===== src/rtl/alu_exec_seq.sv =====
// Execution end of the ALUcontrol path: one-cycle logic/add/sub,
// serial one-bit-per-cycle SLL/SRL, valid/ready on both sides.
module alu_exec_seq #(
  parameter int XLEN    = 32,
  parameter int SHAMT_W = 5
) (
  input  logic            clk,
  input  logic            rst_n,
  input  logic            in_valid,
  output logic            in_ready,
  input  logic [3:0]      alu_ctrl,
  input  logic [XLEN-1:0] op_a,
  input  logic [XLEN-1:0] op_b,
  output logic            out_valid,
  input  logic            out_ready,
  output logic [XLEN-1:0] result,
  output logic            zero,
  output logic            illegal
);

  localparam logic [1:0] S_IDLE  = 2'd0;
  localparam logic [1:0] S_SHIFT = 2'd1;
  localparam logic [1:0] S_DONE  = 2'd2;

  localparam logic [3:0] C_AND = 4'b0000;
  localparam logic [3:0] C_OR  = 4'b0001;
  localparam logic [3:0] C_ADD = 4'b0010;
  localparam logic [3:0] C_SLL = 4'b0011;
  localparam logic [3:0] C_SRL = 4'b0100;
  localparam logic [3:0] C_SUB = 4'b0110;
  localparam logic [3:0] C_XOR = 4'b1001;

  logic [1:0]         state;
  logic               live;
  logic [XLEN-1:0]    sreg;
  logic [SHAMT_W-1:0] cnt;
  logic               dir_left;

  logic [SHAMT_W-1:0] shamt;
  logic [XLEN-1:0]    calc;
  logic               calc_ill;
  logic               is_shift;
  logic               go_serial;
  logic               accept;
  logic [XLEN-1:0]    shifted;

  assign shamt     = op_b[SHAMT_W-1:0];
  assign in_ready  = live && (state == S_IDLE);
  assign accept    = in_valid && in_ready;
  assign go_serial = is_shift && (shamt > SHAMT_W'(1));
  assign shifted   = dir_left ? (sreg << 1) : (sreg >> 1);

  // Shifts of 0 or 1 finish in the accept cycle like the single-cycle ops.
  always_comb begin
    calc     = '0;
    calc_ill = 1'b0;
    is_shift = 1'b0;
    unique case (1'b1)
      (alu_ctrl == C_AND): calc = op_a & op_b;
      (alu_ctrl == C_OR):  calc = op_a | op_b;
      (alu_ctrl == C_XOR): calc = op_a ^ op_b;
      (alu_ctrl == C_ADD): calc = op_a + op_b;
      (alu_ctrl == C_SUB): calc = op_a - op_b;
      (alu_ctrl == C_SLL): begin
        is_shift = 1'b1;
        calc     = (shamt == '0) ? op_a : (op_a << 1);
      end
      (alu_ctrl == C_SRL): begin
        is_shift = 1'b1;
        calc     = (shamt == '0) ? op_a : (op_a >> 1);
      end
      default: calc_ill = 1'b1;
    endcase
  end

  always_ff @(posedge clk or negedge rst_n) begin
    if (!rst_n) begin
      live <= 1'b0;
    end else begin
      live <= 1'b1;
    end
  end

  always_ff @(posedge clk or negedge rst_n) begin
    if (!rst_n) begin
      state     <= S_IDLE;
      sreg      <= '0;
      cnt       <= '0;
      dir_left  <= 1'b0;
      result    <= '0;
      zero      <= 1'b0;
      illegal   <= 1'b0;
      out_valid <= 1'b0;
    end else begin
      unique case (state)
        S_IDLE: begin
          if (accept) begin
            illegal  <= calc_ill;
            dir_left <= (alu_ctrl == C_SLL);
            if (go_serial) begin
              // First bit is shifted on the accept edge itself.
              sreg  <= calc;
              cnt   <= shamt - SHAMT_W'(1);
              state <= S_SHIFT;
            end else begin
              result    <= calc;
              zero      <= (calc == '0);
              out_valid <= 1'b1;
              state     <= S_DONE;
            end
          end
        end
        S_SHIFT: begin
          sreg <= shifted;
          cnt  <= cnt - SHAMT_W'(1);
          if (cnt == SHAMT_W'(1)) begin
            result    <= shifted;
            zero      <= (shifted == '0);
            out_valid <= 1'b1;
            state     <= S_DONE;
          end
        end
        S_DONE: begin
          if (out_ready) begin
            out_valid <= 1'b0;
            state     <= S_IDLE;
          end
        end
        default: begin
          out_valid <= 1'b0;
          state     <= S_IDLE;
        end
      endcase
    end
  end

endmodule


===== config.mk =====
export PLATFORM = sky130hd
export DESIGN_NAME = alu_exec_seq
export DESIGN_NICKNAME = d
export VERILOG_FILES = /design/src/rtl/alu_exec_seq.sv
export SDC_FILE = /design/constraint.sdc
export NUM_CORES = 1
export LEC_CHECK = 0
export CAP_MARGIN = 20
export CORE_ASPECT_RATIO = 1.5
export CORE_MARGIN = 2
export CORE_UTILIZATION = 40
export CTS_BUF_LIST = sky130_fd_sc_hd__clkbuf_8
export DETAILED_ROUTE_END_ITERATION = 8
export PLACE_DENSITY = 0.64
export SLEW_MARGIN = 20
export SYNTH_ARGS = -nofsm -noshare
export SYNTH_HDL_FRONTEND = slang
export SYNTH_SLANG_ARGS = --single-unit

===== constraint.sdc =====
create_clock -name clk -period 2.14 [get_ports clk]
set_input_delay 0.642 -clock clk [delete_from_list [all_inputs] [get_ports clk]]
set_output_delay 0.642 -clock clk [all_outputs]
set_load 0.01 [all_outputs]

==> metrics.md, run 1 <==
| Metric | Value |
|---|---|
| Fin crit period | 4.41 ns |
| Ys flop type | dfrtp_1 |
| CTS Buf Count | 9 |
| Final setup fails | 73 |
| Gr usage total | between 20% and 30% |
| DRT Pass-1 Iters | 8 |
| Final worst path period share | 206% |
| Slew HR | 37.6% |
| Routed len/inst | 20.6 µm |
| Num rows | 67 |
| Area of the mapped netlist | 9040 µm² |
| Synthesized flop and latch total | 76 |
| Core area | 22300 µm² |
| Async set or reset register ratio after synthesis | 100% |
| Area grow syn2layout | 74.0% |
| Final Hold Viols | 0 |
| Dpl cell area | 13100 µm² |
| First-pass GRT wire length | 56.6 mm |
| Avg Cell Area, Syn | 7.80 µm² |
| CTS tree | built |
| Clk sinks | 76 |
| Main area contributors after synthesis | dfrtp_1 (21%), ha_1 (14%), o21ai_0 (6.4%), nand2_1 (6.1%), a21oi_1 (3.8%) |
| Clk Latency, worst-skew pair | 0.36 ns |
| DIE WIDTH | ~130 µm |
| CP required | 2.43 ns |
| RSZ-0062 raised after global routing | true |
| Via count | about 11000 |
| Grt total ovfl | 0 |
| I/O pin cnt | 108 |
| Crit Path Category | in2reg |
| Setup_tns | -103.56 ns |
| Via density | 5.97 |
| Full die area | 23900 µm² |
| Post-synth EDFFs | 0 |
| Worst Setup Start Kind | primary input |
| Fraction of layout instances using a drive strength above 1 | roughly 45% |
| Initial Utilization | approximately 41% |
| Mapped Cells | 1160 |
| Count leader, synth | nand2_1 |
| Design Area, Final | between 15000 and 20000 µm² |
| CTS HTree Levels | 3 |
| DRT iter0 DRCs | 937 |
| Initial antenna violation count | 0 |
| Fillers | roughly 1600 |
| Worst-path clk slew | roughly 0.080 ns |
| Vias in the first global route | 11100 |
| DP HPWL | 27.1 mm |
| Deepest clock path buffer count | 2 |
| Largest net degree at the start of global routing | 43 |
| Status | finished with violations |
| # nets final | ~1800 |
| Setup ws final | -2.27 ns |
| DRC | 0 |
| Ys Warns | 0 |
| Total length of routed wires | a little under 40 mm |
| Distinct cells, synth | slightly above 90 |
| Final RePlAce weighted congestion | around 0.95 |
| Port Buffer Count | ~110 |
| Top cell type's share of synthesized area | a little over a fifth |
| Post-Syn Nets | 1333 |
| Hold Crit Class | in2async |
| Max-slew violation count | 0 |
| Die Y | ~190 µm |
| Root Driver | clkbuf_8 |
| Register area share after synthesis | 21.0% |
| Post-route ant nets | 0 |
| Cell Pwr Density | 577 nW/µm² |
| Maximum vdd drop | roughly 0.46 mV |
| CP Capture Type | register |
| Violated checks | setup timing |
| Antenna fix cells | 0 |
| Max-cap violations | 0 |
| Crit path max fanout | 4 |
| Synth area leader | dfrtp_1 |
| Crit path arrival time | 4.70 ns |
| Slew @ Worst Pin | 0.929 ns |
| Final Skew | around 0.012 ns |
| Leak pwr | around 0.007 µW |
| Commonest cells post-synth | nand2_1 (146), o21ai_0 (116), ha_1 (100), dfrtp_1 (76), inv_1 (76) |
| F_max | 227 MHz |
-- sequential cells by signal (all words and copies together), names as in the netlist --
name       flops
cnt            5
result        32
sreg          32
dir_left       1
live           1
out_valid      1
state          2
zero           1
illegal        1
-- worst paths after layout --
check / from / end / slack [ns] / cells after the start
worst min register to register: result[12]$_DFFE_PN0P_ / result[12]$_DFFE_PN0P_ / 0.48 / 2
worst max-delay path: op_b[1] / zero$_DFFE_PN0P_ / -2.27 / 22
max in group asynchronous: rst_n / sreg[7]$_DFFE_PN0P_ / 1.35 / 2
worst max register to register: state[0]$_DFFE_PN0P_ / zero$_DFFE_PN0P_ / -0.51 / 10
worst min-delay path: rst_n / out_valid$_DFFE_PN0P_ / 0.20 / 1
min in group clk: result[12]$_DFFE_PN0P_ / result[12]$_DFFE_PN0P_ / 0.48 / 2
-- report_power, final --
group | total, µW | internal (µW) | switching [µW]
sequential | 2510 | 1970 | 540
clock | 1160 | 631 | 534
combinational | 5410 | 2820 | 2590
-- cells in the final DEF, fill, tap and decap left out, drive strengths merged, types with 5 or more instances in the layout --
master / count
and2: 9
a21o: 8
and3: 8
o211ai: 9
nand3: 23
or3: 6
o31ai: 14
a221oi: 12
clkbuf: 20
nor4: 16
xor2: 7
o221ai: 10
buf: 431
a222oi: 5
nor3: 22
nor2b: 8
xnor2: 39
mux2: 23
dfrtp: 76
a31oi: 12
a22oi: 40
a211oi: 14
nand4: 18
clkdlybuf4s50: 90
dlymetal6s2s: 5
nor2: 68
ha: 100
nand2: 146
o21ai: 121
o21a: 12
nand2b: 12
inv: 76
a21oi: 70
mux2i: 28
-- timing repair --
| action | 4_1_cts | 5_1_grt |
|---|---|---|
| setup endpoints to repair | 74 | 73 |
| gates resized for setup | 205 | 257 |
| buffers inserted | 52 | 66 |
| hold buffers | 0 | 0 |
| pin swaps | 72 | 104 |
| cloned | 2 | 4 |
-- kinds of logic after synthesis --
logic type / share of synthesized area (%)
AOI/OAI and AO/OA: 27.2
xor gates and xnor gates: 4.45
adders and majority gates: 14.1
buffers and inverters: 7.73
DFF: 21.0
muxes: 5.96
other: 0.0415
and+or+nand+nor: 19.5
-- layer usage --
metal  share of wire [%]  wire length, µm  GRT usage [%]
met2                  51            20100           53.9
met3                 5.4             2150           2.34
met4                 7.5             2950           17.6
met1                  36            14300           33.1
met5                   0                0              0
-- worst max-delay path: stages --
cell and delay (ns):
buf_12 0.12, inv_16 0.05, ha_4 0.13, and3_4 0.17
nand4_1 0.17, nor4_4 0.44, nand3_4 0.18, buf_6 0.17
o21ai_4 0.15, xnor2_2 0.09, ha_4 0.31, buf_6 0.10
nand2_2 0.04, o21a_1 0.20, mux2i_1 0.14, a211o_1 0.34
a211oi_4 0.27, nand2_1 0.10, nor4_2 0.28, nand4_1 0.20
nor4_4 0.27, a221o_1 0.16
-- through the flow --
stage	utilization (%)	cells	hold WS, ns	power [µW]	setup slack [ns]
CTS	64.5	1876	0.195	8380	-2.21
global route	70.6	1915	0.212	9620	-2.42
finish	70.6	1915	0.196	9080	-2.27
global placement	58.6	1811	0.460	6680	-3.29
floorplan	-	1160	0.346	4630	-2.27
detailed placement	58.6	1811	0.466	6790	-3.39
-- final cells by class --
type,count,area (µm²),area share (%)
Timing Repair Buffer,534,4740,30.1
Clock inverter,4,47.5,0.302
Multi-Input combinational cell,937,8230,52.3
Clock buffer,12,165,1.05
Sequential cell,76,1900,12.1
Tap cell,276,345,2.19
Inverter,76,309,1.96
Power figures use the tool's default switching activity.
==> inputs of run 2 (changes only) <==
--- a/config.mk
+++ b/config.mk
@@ -6,12 +6,11 @@
 export NUM_CORES = 1
 export LEC_CHECK = 0
 export CAP_MARGIN = 20
-export CORE_ASPECT_RATIO = 1.5
-export CORE_MARGIN = 2
+export CORE_ASPECT_RATIO = 1.75
 export CORE_UTILIZATION = 40
 export CTS_BUF_LIST = sky130_fd_sc_hd__clkbuf_8
 export DETAILED_ROUTE_END_ITERATION = 8
-export PLACE_DENSITY = 0.64
+export PLACE_DENSITY = 0.61
 export SLEW_MARGIN = 20
 export SYNTH_ARGS = -nofsm -noshare
 export SYNTH_HDL_FRONTEND = slang
==> constraint.sdc (replaced) <==
create_clock -name clk -period 4.6 [get_ports clk]
set_input_delay 1.38 -clock clk [delete_from_list [all_inputs] [get_ports clk]]
set_output_delay 1.38 -clock clk [all_outputs]
set_load 0.01 [all_outputs]
==> metrics.md, run 2 (same netlist as run 1, synthesis figures left out) <==
| Metric | Value |
|---|---|
| Status | finished with violations |
| Violated checks | setup timing |
| Crit path arrival time | 5.54 ns (+0.84 ns) |
| Slew HR | 29.0% (-8.6 points) |
| Design Area, Final | 14000 µm² (-11%) |
| Vias in the first global route | 10600 (-4.4%) |
| Post-route ant nets | 0 (unchanged) |
| Final Skew | 0.0129 ns (+0.00113 ns) |
| Fraction of layout instances using a drive strength above 1 | 35.6% (-9.1 points) |
| Crit Path Category | in2reg |
| Final setup fails | 31 (-58%) |
| DRT Pass-1 Iters | 5 (-3) |
| Worst slack at placement | -1.72 ns (+1.67 ns) |
| Clk sinks | 76 (unchanged) |
| Dpl cells | 1794 (-0.94%) |
| Dpl cell area | 12700 µm² (-2.8%) |
| Num rows | 72 (+7.5%) |
| Worst-path clk slew | 0.08 ns (about the same) |
| CTS Hold Bufs | 0 (unchanged) |
| Commonest non-fill, non-tap cell in the layout | buf_4 |
| Via density | 5.65 (-5.3%) |
| Full die area | 23200 µm² (-2.6%) |
| CTS HTree Levels | 3 (unchanged) |
| Deepest clock path buffer count | 2 (unchanged) |
| # nets final | 1714 (-5.1%) |
| Cell Pwr Density | 276 nW/µm² (-52%) |
| Total length of routed wires | 34.8 mm (-12%) |
| DP HPWL | 27.3 mm (+0.67%) |
| CTS Buf Count | 9 (unchanged) |
| Antenna fix cells | 0 (unchanged) |
| Slew @ Worst Pin | 1.06 ns (+0.135 ns) |
| First-pass GRT wire length | 54.7 mm (-3.2%) |
| Leak pwr | 0.00634 µW (-11%) |
| Root Driver | clkbuf_8 |
| Clk Latency, worst-skew pair | 0.36 ns (about the same) |
| Grt total ovfl | 0 (unchanged) |
| Non-Filler Instances | 1842 (-3.8%) |
| Initial Utilization | 40.8% (+0.25 points) |
| Crit path max fanout | 6 (+2) |
| Die Y | 201 µm (+6.8%) |
| Maximum vdd drop | 0.174 mV (-62%) |
| DRC | 0 (unchanged) |
| I/O pin cnt | 108 (unchanged) |
| Hold Crit Class | reg2reg |
| Final Total Pwr | 3880 µW (-57%) |
| DIE WIDTH | 116 µm (-8.8%) |
| Routed len/inst | 18.9 µm (-8.4%) |
| RSZ-0062 raised after global routing | true |
| Final RePlAce weighted congestion | 0.943 (-0.56%) |
| Max-cap violations | 0 (unchanged) |
| Final worst path period share | 114% |
| Largest registers | result x32, sreg x32, cnt x5 |
| CP Capture Type | register |
| Port Buffer Count | 107 (unchanged) |
| CP required | 4.90 ns (+2.47 ns) |
| Fin crit period | 5.24 ns |
| CTS tree | built |
| Setup ws final | -0.639 ns (+1.63 ns) |
| Max-slew violation count | 0 (unchanged) |
| Gr usage total | 30.3% (+0.76 points) |
| DRT iter0 DRCs | 476 (-49%) |
| Initial antenna violation count | 0 (unchanged) |
| Largest net degree at the start of global routing | 77 (+79%) |
| F_max | 191 MHz |
| Worst Setup Start Kind | primary input |
| Most frequent cells in the layout | buf_4 (301), nand2_1 (135), ha_1 (94), clkdlybuf4s50_1 (94) |
| Area grow syn2layout | 55.4% |
| Core area | 22200 µm² (-0.62%) |
| Final Hold Viols | 0 (unchanged) |
| Via count | 10400 (-8.9%) |
## run 2: cell types whose count changed in the layout (fill, tap and decap cells not counted), sizes merged, moves of 2 or more
cell / before / now
buf: 431 / 344
clkbuf: 20 / 10
dlygate4sd2: 0 / 5
dlymetal6s2s: 5 / 0
clkdlybuf4s50: 90 / 94
o21ai: 121 / 119
## run 2: worst paths after layout
check	from	endpoint	slack, ns	depth (start not counted)
hold / removal	result[18]$_DFFE_PN0P_	result[18]$_DFFE_PN0P_	0.48	2
min in group asynchronous	rst_n	live$_DFF_PN0_	1.15	1
max in group asynchronous	rst_n	sreg[31]$_DFFE_PN0P_	2.79	1
hold reg to reg	result[18]$_DFFE_PN0P_	result[18]$_DFFE_PN0P_	0.48	2
setup reg to reg	state[0]$_DFFE_PN0P_	zero$_DFFE_PN0P_	1.78	11
setup / recovery	op_b[0]	zero$_DFFE_PN0P_	-0.64	20
## run 2: area by class of cell
cell class	count	area, µm²
Multi-Input combinational cell	935	7460
Tap cell	296	370
Fill cell	1981	8110
Clock inverter	6	80.1
Timing Repair Buffer	443	3790
Clock buffer	10	138
Inverter	76	307
Sequential cell	76	1900
## run 2: per-layer routing
metal  vias to the layer above  part of all wire [%]  track usage (%)  routed length, µm
met1                      4977                    37             32.5              13000
met3                       125                   2.7             2.32                947
li1                       5012                     -                -                  -
met5                         -                     0                0                  0
met2                       293                    54             56.8              18800
met4                         0                   5.8             16.8               2010
## run 2: worst max-delay path: stages
cell      delay [ns]
buf_4           0.12
clkinv_4        0.04
ha_4            0.11
and3_4          0.17
nand4_1         0.17
nor4_4          0.43
nand3_2         0.21
o41ai_2         0.38
xnor2_1         0.16
ha_2            0.34
a21oi_4         0.16
o21a_1          0.23
buf_6           0.14
nand2_4         0.06
o2111a_1        0.25
or3_4           0.35
a31oi_4         0.18
nand4_1         0.16
nor4_2          0.29
a221o_1         0.16
## run 2: where the power goes
| group | internal (µW) | total (µW) | switching (µW) | leakage [µW] |
|---|---|---|---|---|
| combinational | 1110 | 2140 | 1030 | 0.00523 |
| clock | 316 | 560 | 245 | 0.000115 |
| sequential | 916 | 1180 | 261 | 0.000991 |
## run 2: timing repair
item,CTS,global route
endpoints found under the setup margin,49,46
pin swaps,86,74
gates resized for setup,164,103
cloned,0,0
buffers inserted,29,15
## run 2: per-stage QoR
stage          util, %  hold slack [ns]  TNS [ns]
3_5_place_dp      57.3            0.470    -52.31
2_1_floorplan        -            0.465     -4.30
4_1_cts           61.1            0.489     -7.22
3_3_place_gp      57.3            0.459    -51.04
5_1_grt           63.4            0.504    -13.45
6_report          63.4            0.483     -8.88
